[src/rtl/arm_pkg.sv]
// Shared ARM datapath definitions: shifter type codes, instruction field
// positions and the immediate rotate-amount helper.
package arm_pkg;

  localparam logic [1:0] SFT_LSL = 2'b00;
  localparam logic [1:0] SFT_LSR = 2'b01;
  localparam logic [1:0] SFT_ASR = 2'b10;
  localparam logic [1:0] SFT_ROR = 2'b11;

  localparam int I_BIT      = 25;
  localparam int REG_AMT_BIT = 4;
  localparam int TYPE_LO    = 5;
  localparam int TYPE_HI    = 6;
  localparam int IMM_AMT_LO = 7;
  localparam int IMM_AMT_HI = 11;
  localparam int ROT_LO     = 8;
  localparam int ROT_HI     = 11;
  localparam int IMM8_HI    = 7;

  // AMT_IMM applies the instruction-encoded #0 aliases (LSR/ASR #32, RRX);
  // AMT_REG treats a zero amount as "no shift".
  typedef enum logic {
    AMT_IMM = 1'b0,
    AMT_REG = 1'b1
  } amt_mode_e;

  // The 4-bit rotate field encodes an even rotation of 0..30.
  function automatic logic [7:0] rot_amount(input logic [3:0] field);
    return {3'b000, field, 1'b0};
  endfunction

endpackage

[src/rtl/sft_core.sv]
// Combinational 32-bit shifter: LSL/LSR/ASR/ROR/RRX with ARM carry-out rules
// for both instruction-encoded and register-supplied shift amounts.
module sft_core
  import arm_pkg::*;
(
  input  logic [31:0] val,
  input  logic [7:0]  amt,
  input  logic [1:0]  typ,
  input  logic        cin,
  input  amt_mode_e   mode,
  output logic [31:0] r,
  output logic        c
);

  logic [4:0]  sh_s;
  logic [32:0] lsl_s;
  logic [32:0] lsr_s;
  logic [32:0] asr_s;
  logic [31:0] ror_s;
  logic [31:0] std_r_s;
  logic        std_c_s;

  // 33-bit shifts carry the last bit shifted out in the extra position.
  assign sh_s  = amt[4:0];
  assign lsl_s = {1'b0, val} << sh_s;
  assign lsr_s = {val, 1'b0} >> sh_s;
  assign asr_s = 33'($signed({val, 1'b0}) >>> sh_s);
  assign ror_s = (val >> sh_s) | (val << (6'd32 - {1'b0, sh_s}));

  // Result of a plain shift by 1..31 positions.
  always_comb begin
    std_r_s = val;
    std_c_s = cin;
    case (typ)
      SFT_LSL: begin std_r_s = lsl_s[31:0];  std_c_s = lsl_s[32];  end
      SFT_LSR: begin std_r_s = lsr_s[32:1];  std_c_s = lsr_s[0];   end
      SFT_ASR: begin std_r_s = asr_s[32:1];  std_c_s = asr_s[0];   end
      SFT_ROR: begin std_r_s = ror_s;        std_c_s = ror_s[31];  end
      default: begin std_r_s = val;          std_c_s = cin;        end
    endcase
  end

  // Zero-amount and out-of-range amount handling around the plain shift.
  always_comb begin
    r = val;
    c = cin;
    if (mode == AMT_IMM) begin
      if (amt == 8'd0) begin
        case (typ)
          SFT_LSL: begin r = val;                c = cin;     end
          SFT_LSR: begin r = 32'h0;              c = val[31]; end
          SFT_ASR: begin r = {32{val[31]}};      c = val[31]; end
          SFT_ROR: begin r = {cin, val[31:1]};   c = val[0];  end
          default: begin r = val;                c = cin;     end
        endcase
      end else begin
        r = std_r_s;
        c = std_c_s;
      end
    end else begin
      if (amt == 8'd0) begin
        r = val;
        c = cin;
      end else if (amt[7:5] != 3'b000) begin
        case (typ)
          SFT_LSL: begin r = 32'h0; c = (amt == 8'd32) ? val[0]  : 1'b0; end
          SFT_LSR: begin r = 32'h0; c = (amt == 8'd32) ? val[31] : 1'b0; end
          SFT_ASR: begin r = {32{val[31]}}; c = val[31]; end
          SFT_ROR: begin
            if (sh_s == 5'd0) begin
              r = val;
              c = val[31];
            end else begin
              r = ror_s;
              c = ror_s[31];
            end
          end
          default: begin r = val; c = cin; end
        endcase
      end else begin
        r = std_r_s;
        c = std_c_s;
      end
    end
  end

endmodule

[src/rtl/sft_unit.sv]
// Registered ARM operand-2 shifter: selects rotated immediate or shifted Rm
// and registers the operand and shifter carry-out for the ALU.
module sft_unit
  import arm_pkg::*;
(
  input  logic        CLK,
  input  logic        RST,
  input  logic [31:0] INA,
  input  logic [31:0] INB,
  input  logic [31:0] OPCODE,
  input  logic        Cin,
  output logic [31:0] OUT,
  output logic        Cout
);

  logic [31:0] val_s;
  logic [7:0]  amt_s;
  logic [1:0]  typ_s;
  amt_mode_e   mode_s;
  logic [31:0] r_s;
  logic        c_s;
  logic [31:0] out_r;
  logic        cout_r;
  logic        unused_s;

  assign unused_s = ^{OPCODE[31:I_BIT+1], OPCODE[I_BIT-1:12], INB[31:8]};

  // The immediate path is a register-mode ROR of the zero-extended imm8, so a
  // zero rotation keeps Cin and a nonzero one yields r[31].
  always_comb begin
    if (OPCODE[I_BIT]) begin
      val_s  = {24'h0, OPCODE[IMM8_HI:0]};
      amt_s  = rot_amount(OPCODE[ROT_HI:ROT_LO]);
      typ_s  = SFT_ROR;
      mode_s = AMT_REG;
    end else if (OPCODE[REG_AMT_BIT]) begin
      val_s  = INA;
      amt_s  = INB[7:0];
      typ_s  = OPCODE[TYPE_HI:TYPE_LO];
      mode_s = AMT_REG;
    end else begin
      val_s  = INA;
      amt_s  = {3'b000, OPCODE[IMM_AMT_HI:IMM_AMT_LO]};
      typ_s  = OPCODE[TYPE_HI:TYPE_LO];
      mode_s = AMT_IMM;
    end
  end

  sft_core u_core (
    .val  (val_s),
    .amt  (amt_s),
    .typ  (typ_s),
    .cin  (Cin),
    .mode (mode_s),
    .r    (r_s),
    .c    (c_s)
  );

  // Output register, cleared asynchronously by RST.
  always_ff @(posedge CLK or posedge RST) begin
    if (RST) begin
      out_r  <= 32'h0;
      cout_r <= 1'b0;
    end else begin
      out_r  <= r_s;
      cout_r <= c_s;
    end
  end

  assign OUT  = out_r;
  assign Cout = cout_r;

endmodule

[config.mk]
export PLATFORM = sky130hd
export DESIGN_NAME = sft_unit
export DESIGN_NICKNAME = d
export VERILOG_FILES = /design/src/rtl/arm_pkg.sv /design/src/rtl/sft_core.sv /design/src/rtl/sft_unit.sv
export SDC_FILE = /design/constraint.sdc
export NUM_CORES = 1
export LEC_CHECK = 0
export BUFFER_PORTS_ARGS = -buffer_cell sky130_fd_sc_hd__buf_2
export CORE_UTILIZATION = 55
export DETAILED_ROUTE_END_ITERATION = 12
export GPL_TIMING_DRIVEN = 0
export PLACE_DENSITY = 0.8
export SLEW_MARGIN = 30
export SYNTH_ARGS = -nofsm -noshare
export SYNTH_HDL_FRONTEND = slang
export SYNTH_HIERARCHICAL = 1
export SYNTH_SLANG_ARGS = --single-unit
export TNS_END_PERCENT = 20
[constraint.sdc]
create_clock -name CLK -period 0.9 [get_ports CLK]
set_input_delay 0.225 -clock CLK [delete_from_list [all_inputs] [get_ports CLK]]
set_output_delay 0.225 -clock CLK [all_outputs]
set_load 0.02 [all_outputs]
==> results of run 1 <==
## logic make-up after synthesis
kind of cell / count (synthesis) / share of synthesized area (%)
AO/OA/AOI/OAI: 440 / 29.9
AND/OR/NAND/NOR: 364 / 17.3
multiplexers: 226 / 34.7
buffers and inverters: 170 / 8.54
flip-flops: 33 / 8.49
adder cells (fa/ha/maj): 6 / 0.772
XOR/XNOR: 2 / 0.373
## through the flow
| step | instance area (um2) | hold WS, ps | setup TNS [ps] |
|---|---|---|---|
| floorplan | 9820 | 354 | -82300 |
| global placement | 10500 | 572 | -132920 |
| detailed placement | 10500 | 367 | -118620 |
| CTS | 11600 | 63.0 | -82370 |
## routing by layer
metal | global-route usage, % | GRT overflow
met5 | 23.6 | 0
met2 | 86.0 | 21
met4 | 64.3 | 28
met1 | 73.1 | 0
met3 | 52.7 | 2
## what timing repair did
action	in CTS
endpoints found under the setup margin	66
pin swaps	31
buffers inserted	29
gates resized for setup	160
endpoints found under the hold margin	0
cloned	3
==> impl_metrics.ini, run 1 <==
[run_status]
outcome = stopped before the end
lastStage = global routing (5_1_grt)
tool.error = [ERROR GRT-0116] Global routing finished with congestion. Check the congestion regions in the DRC Viewer.

[yosys]
synth_area_leaders = mux4_2, mux2i_1, dfrtp_1, mux2_2, o21ai_0
yosysTopAreaCell = mux4_2
yosysWarnings = 6
synth_cells = 1241
syn_area_um2 = 9730
postSynthNetCount = 1346
avgSynthCellArea_um2 = 7.84
yosysMostFrequentCell = nand2_1
dominantRegCellSynth = dfrtp_1
synthTopCellsByCount = nand2_1, o21ai_0, a21oi_1
ys_ff_latch = 33
synth_edf_count = 0
netlist-cell-type-count = 80
seq_area_frac_synth_pct = 8.49
async_reset_ff_share_pct = 100
netlist.area_leader.share_pct = 17.8

[global_route]
grt-ovfl-total = 51
first_global_vias = 13500
grt_pass1_wl_um = 92400
grt_max_degree = 34
track_usage_pct = 69.8

[placement]
gp_congestion = 1.40
io_buffers = 87
hpwl_um = 43700
dp_slack_ps = -3970
dp.cells = 1553

[cts]
numCtsBuffers = 5
cts_hold_buf = 0
clock_path_buffers = 2
clockRootBuffer = clkbuf_16
h-tree-depth = 2
cts.sinks = 33

[die]
die_y_um = 135
initial_core_util_pct = 56.2
num_rows = 48
dieWidth_um = 135
ioPinCount = 132
==> run 2: changes to the inputs <==
CORE_UTILIZATION = 40   (was 55)
PLACE_DENSITY = not set   (was 0.8)
PLACE_DENSITY_LB_ADDON = 0.15   (was not set)
clock period = 1.17 ns   (was 0.9 ns; I/O delays follow)
==> run 2 against run 1 <==
  * The flow now finishes, with violations (negative setup slack)
  * Synthesized cell count unchanged
  * Area after synthesis did not move
==> impl_metrics.ini, run 2 <==
[sta]
setup_ws_ps = -2550
hold_viol_final = 0
period_minus_slack_ps = 3720
setup_viol = 33
rsz0062_at_grt = yes
setup_tns_ps = -76650
maxSlewHeadroom_pct = 18.0
post-route-period-util_pct = 318
fmax_ghz = 0.269
tightest_slew_ps = 1230
final_max_slew_viol_count = 0

[cells_and_area]
mostFrequentLayoutCells = nand2_1, buf_2, a21oi_1
final_cell_area_um2 = 12200
syn_to_final_growth_pct = 25.3
largest_reg_flops = 32
drive_gt1_share_pct = 37.1
final_util_pct = 51.5
mostFrequentLayoutCell = nand2_1
final.fill_count = 2331
final_net_count = 1486

[setup_path]
path_buf_inv = 3
crit_family = compound AO/OA/AOI/OAI gates
arrival_ps = 3900
cpMaxStageDelayCell = o21ai_0
crit_chain = buf_12, buf_6, nor2b_1, clkbuf_2, mux2i_1, mux2_2, mux4_2, o21ai_0, a22oi_1, a211oi_1
path_max_fanout = 10
worstPathRequired_ps = 1350
crit_type = primary input to register
end_kind = register
cp_slowest_stage_delay_ps = 690
worstSetupStartpointType = primary input
crit_path_start = OPCODE[25]

[cts]
path_clk_slew_ps = 50
cts.sinks = 33
cts_tree = built
clock_path_buffers = 2
cts_hold_buf = 0
h-tree-depth = 2
numCtsBuffers = 5
clockRootBuffer = clkbuf_16

[yosys]
yosysMostFrequentCell = nand2_1
syn_area_um2 = 9730
dominantRegCellSynth = dfrtp_1
netlist-cell-type-count = 80
netlist.area_leader.share_pct = 17.8
avgSynthCellArea_um2 = 7.84
seq_area_frac_synth_pct = 8.49
async_reset_ff_share_pct = 100
synth_edf_count = 0
synthTopCellsByCount = nand2_1, o21ai_0, a21oi_1
synth_cells = 1241
synth_area_leaders = mux4_2, mux2i_1, dfrtp_1, mux2_2, o21ai_0
postSynthNetCount = 1346
yosysWarnings = 6
ys_ff_latch = 33
yosysTopAreaCell = mux4_2

[die]
ioPinCount = 132
core-area_um2 = 23700
initial_core_util_pct = 41.1
design.die.area_um2 = 24900
die_y_um = 158
num_rows = 56
dieWidth_um = 158

[global_route]
grt-ovfl-total = 0
track_usage_pct = 54.9
grt_max_degree = 34
antenna_found_initial = 2
first_global_vias = 12400
grt_pass1_wl_um = 93900

[placement]
gp_congestion = 1.13
io_buffers = 87
dp_slack_ps = -4830
placed_cell_area_um2 = 10700
hpwl_um = 50900

[worst_hold_path]
hp-class = primary input to asynchronous set/reset pin

[power]
p_leak_uw = 0.00468
ir_drop_mv = 0.620
p_total_uw = 12700
powerDensity_nw_per_um2 = 1040

[drt]
ant_nets = 0
drt-vias-per-instance = 7.85
routed_wl_um = 68600
drt_first_iter_violations = 2230
drt-wirelength-per-cell_um = 40.3
vias = 13400
drc = 0
dr.pass1.iters = 10

[run_status]
outcome = complete, but fails checks
violations = negative setup slack

[run]
cap_violations = 0
run 2: what timing repair did:
item                                    in CTS  in global routing
buffers inserted                            24                 22
pin swaps                                   32                 24
resized for setup                          170                 82
cloned                                       1                  1
endpoints found under the hold margin        0                  0
endpoints found under the setup margin      33                 33
run 2: final timing paths:
| path | endpoint | cells after the start |
|---|---|---|
| worst max-delay path | OUT[0] | 10 |
| worst min-delay path | OUT[9] | 2 |
| max in group asynchronous | OUT[23] | 2 |
| min in group CLK | OUT[31] | 3 |
run 2: area by class of cell:
type                            count  area, um2  area share [%]
Buffer                            150        982            8.06
Antenna cell                        1       2.50          0.0205
Clock buffer                        7        143            1.17
Timing Repair Buffer              135        920            7.55
Multi-Input combinational cell   1038       8830            72.5
Tap cell                          319        399            3.28
Inverter                           18       85.1           0.698
Sequential cell                    33        826            6.78
run 2: kinds of logic after synthesis:
group	Yosys count	share of synthesized area, %
AOI/OAI and AO/OA	440	29.9
adders and majority gates	6	0.772
and+or+nand+nor	364	17.3
buffers and inverters	170	8.54
xor gates and xnor gates	2	0.373
DFF	33	8.49
muxes	226	34.7
run 2: where the power goes:
group / switching (uW) / internal (uW) / leakage [uW]
clock network: 455 / 834 / 0.0000700
logic: 6420 / 3530 / 0.00421
registers: 53.8 / 1420 / 0.000407
run 2: routing by layer:
layer  routed length, um  up-vias  GRT usage, %
li1                    -     5045             -
met1               23000     6347          62.4
met2               26100     1468          74.7
met3               11700      490          29.2
met4                7650        6          46.2
met5                 173        -          2.90
run 2: stage by stage:
| step | hold WS (ps) | std cells |
|---|---|---|
| 6_report | 121 | 1701 |
| 5_1_grt | 185 | 1701 |
| 4_1_cts | 136 | 1677 |
| 3_5_place_dp | 432 | 1647 |
| 3_3_place_gp | 591 | 1647 |
| 2_1_floorplan | 421 | 1241 |
(Power assumes the default switching activity.)
==> run 3: changes to the inputs <==
CORE_UTILIZATION = 35   (was 40)
==> run 3 against run 2 <==
  * The flow still finishes with violations (negative setup slack)
  * Via count decreased by 2.5%
  * Hold slack got worse by 5.2 ps
  * Non-clock buffer count decreased by 16
  * Sequential power about the same
  * Sequential share of layout area increased by 0.11 points
  * Count of clock-buffer cells in the layout decreased by 2
  * Wire length increased by 2.8%
  * Critical path depth increased by 1
  * Die area increased by 14%
  * Critical endpoint is now OUT[9]
==> impl_metrics.ini, run 3 (synthesized netlist as in run 2, its figures left out) <==
[die]
core-area_um2 = 27100
ioPinCount = 132
die_y_um = 169
num_rows = 60
dieWidth_um = 169
initial_core_util_pct = 35.9
design.die.area_um2 = 28500

[sta]
tightest_slew_ps = 1180
hold_viol_final = 0
period_minus_slack_ps = 3750
fmax_ghz = 0.266
final_max_slew_viol_count = 0
rsz0062_at_grt = yes
setup_viol = 33
setup_ws_ps = -2580
maxSlewHeadroom_pct = 21.2
post-route-period-util_pct = 321

[placement]
io_buffers = 87
placed_cell_area_um2 = 10700
gp_congestion = 1.13
dp_slack_ps = -4920
hpwl_um = 54300

[setup_path]
path_buf_inv = 3
crit_type = primary input to register
cp_slowest_stage_delay_ps = 900
crit_chain = buf_12, buf_6, mux2_2, buf_1, mux4_2, mux2i_1, a21oi_1, nand2_1, a21oi_1, o311ai_1, nand2_1
arrival_ps = 3980
cpMaxStageDelayCell = buf_1
crit_family = compound AO/OA/AOI/OAI gates
worstSetupStartpointType = primary input
path_max_fanout = 11
worstPathRequired_ps = 1400
end_kind = register

[drt]
drt_first_iter_violations = 2184
drt-vias-per-instance = 7.48
routed_wl_um = 70500
ant_nets = 0
dr.pass1.iters = 7
drc = 0
drt-wirelength-per-cell_um = 40.5
vias = 13000

[cts]
cts_tree = built
cts_hold_buf = 0
clock_path_buffers = 2
clockRootBuffer = clkbuf_16
path_clk_slew_ps = 60
h-tree-depth = 2
cts.sinks = 33
numCtsBuffers = 5

[run]
cap_violations = 0

[cells_and_area]
mostFrequentLayoutCell = nand2_1
final_cell_area_um2 = 12000
mostFrequentLayoutCells = nand2_1, buf_2, a21oi_1
final_net_count = 1470
syn_to_final_growth_pct = 23.3
largest_reg_flops = 32
final_util_pct = 44.3
drive_gt1_share_pct = 36.2

[global_route]
antenna_found_initial = 5
grt_pass1_wl_um = 97300
first_global_vias = 12200
grt-ovfl-total = 0
track_usage_pct = 49.3
grt_max_degree = 34

[power]
powerDensity_nw_per_um2 = 1050
ir_drop_mv = 0.525
p_leak_uw = 0.00458

[worst_hold_path]
hp-class = primary input to asynchronous set/reset pin

[run_status]
outcome = complete, but fails checks
violations = negative setup slack
-- run 3: cell count changes in the layout (fill, tap and decap cells not counted), sizes merged --
cell,before,now
diode,1,4
clkbuf,99,96
clkinvlp,0,1
buf,193,178
clkinv,2,4
-- run 3: power by group --
part	internal, uW	switching, uW	leakage, uW
logic	3400	6380	0.00410
registers	1420	57.7	0.000407
clock network	781	546	0.0000696
-- run 3: metrics by stage --
| stage | total power [uW] | hold WS (ps) | cells | setup TNS, ps |
|---|---|---|---|---|
| final | 12600 | 116 | 1742 | -75040 |
| after global routing | 12700 | 198 | 1740 | -74560 |
| after global placement | 9690 | 652 | 1700 | -152100 |
| after floorplan | 6470 | 421 | 1241 | -75730 |
| after detailed placement | 9630 | 453 | 1701 | -139580 |
| after CTS | 11800 | 145 | 1734 | -71500 |
-- run 3: final cells by class --
class                   count  area (um2)
diodes                      4        10.0
plain buffers             151        1000
clock buffers               5         125
clock inverters             3        17.5
fillers                  2805       15100
inverters                  18        85.1
multi-input cells        1038        8750
flip-flops and latches     33         826
well taps                 372         465
repair buffers            118         718
-- run 3: final timing paths --
check / startpoint / to / slack (ps) / depth (start not counted)
setup / recovery: OPCODE[25] / OUT[9] / -2580 / 11
hold / removal: RST / OUT[9] / 120 / 2
max in group asynchronous: RST / OUT[27] / 590 / 2
min in group CLK: Cin / OUT[31] / 340 / 3
-- run 3: per-layer routing --
layer | part of all wire (%) | vias up | track usage [%] | routed length, um
li1 | - | 5031 | - | -
met5 | 0.21 | - | 1.39 | 147
met4 | 9.4 | 8 | 34.3 | 6600
met1 | 36 | 6276 | 60.4 | 25100
met2 | 40 | 1337 | 70.9 | 28100
met3 | 15 | 372 | 18.5 | 10700
-- run 3: what timing repair did --
item | 4_1_cts | 5_1_grt
endpoints found under the setup margin | 33 | 33
cloned | 1 | 0
endpoints found under the hold margin | 0 | 0
pin swaps | 42 | 12
buffers inserted | 25 | 4
resized for setup | 187 | 61
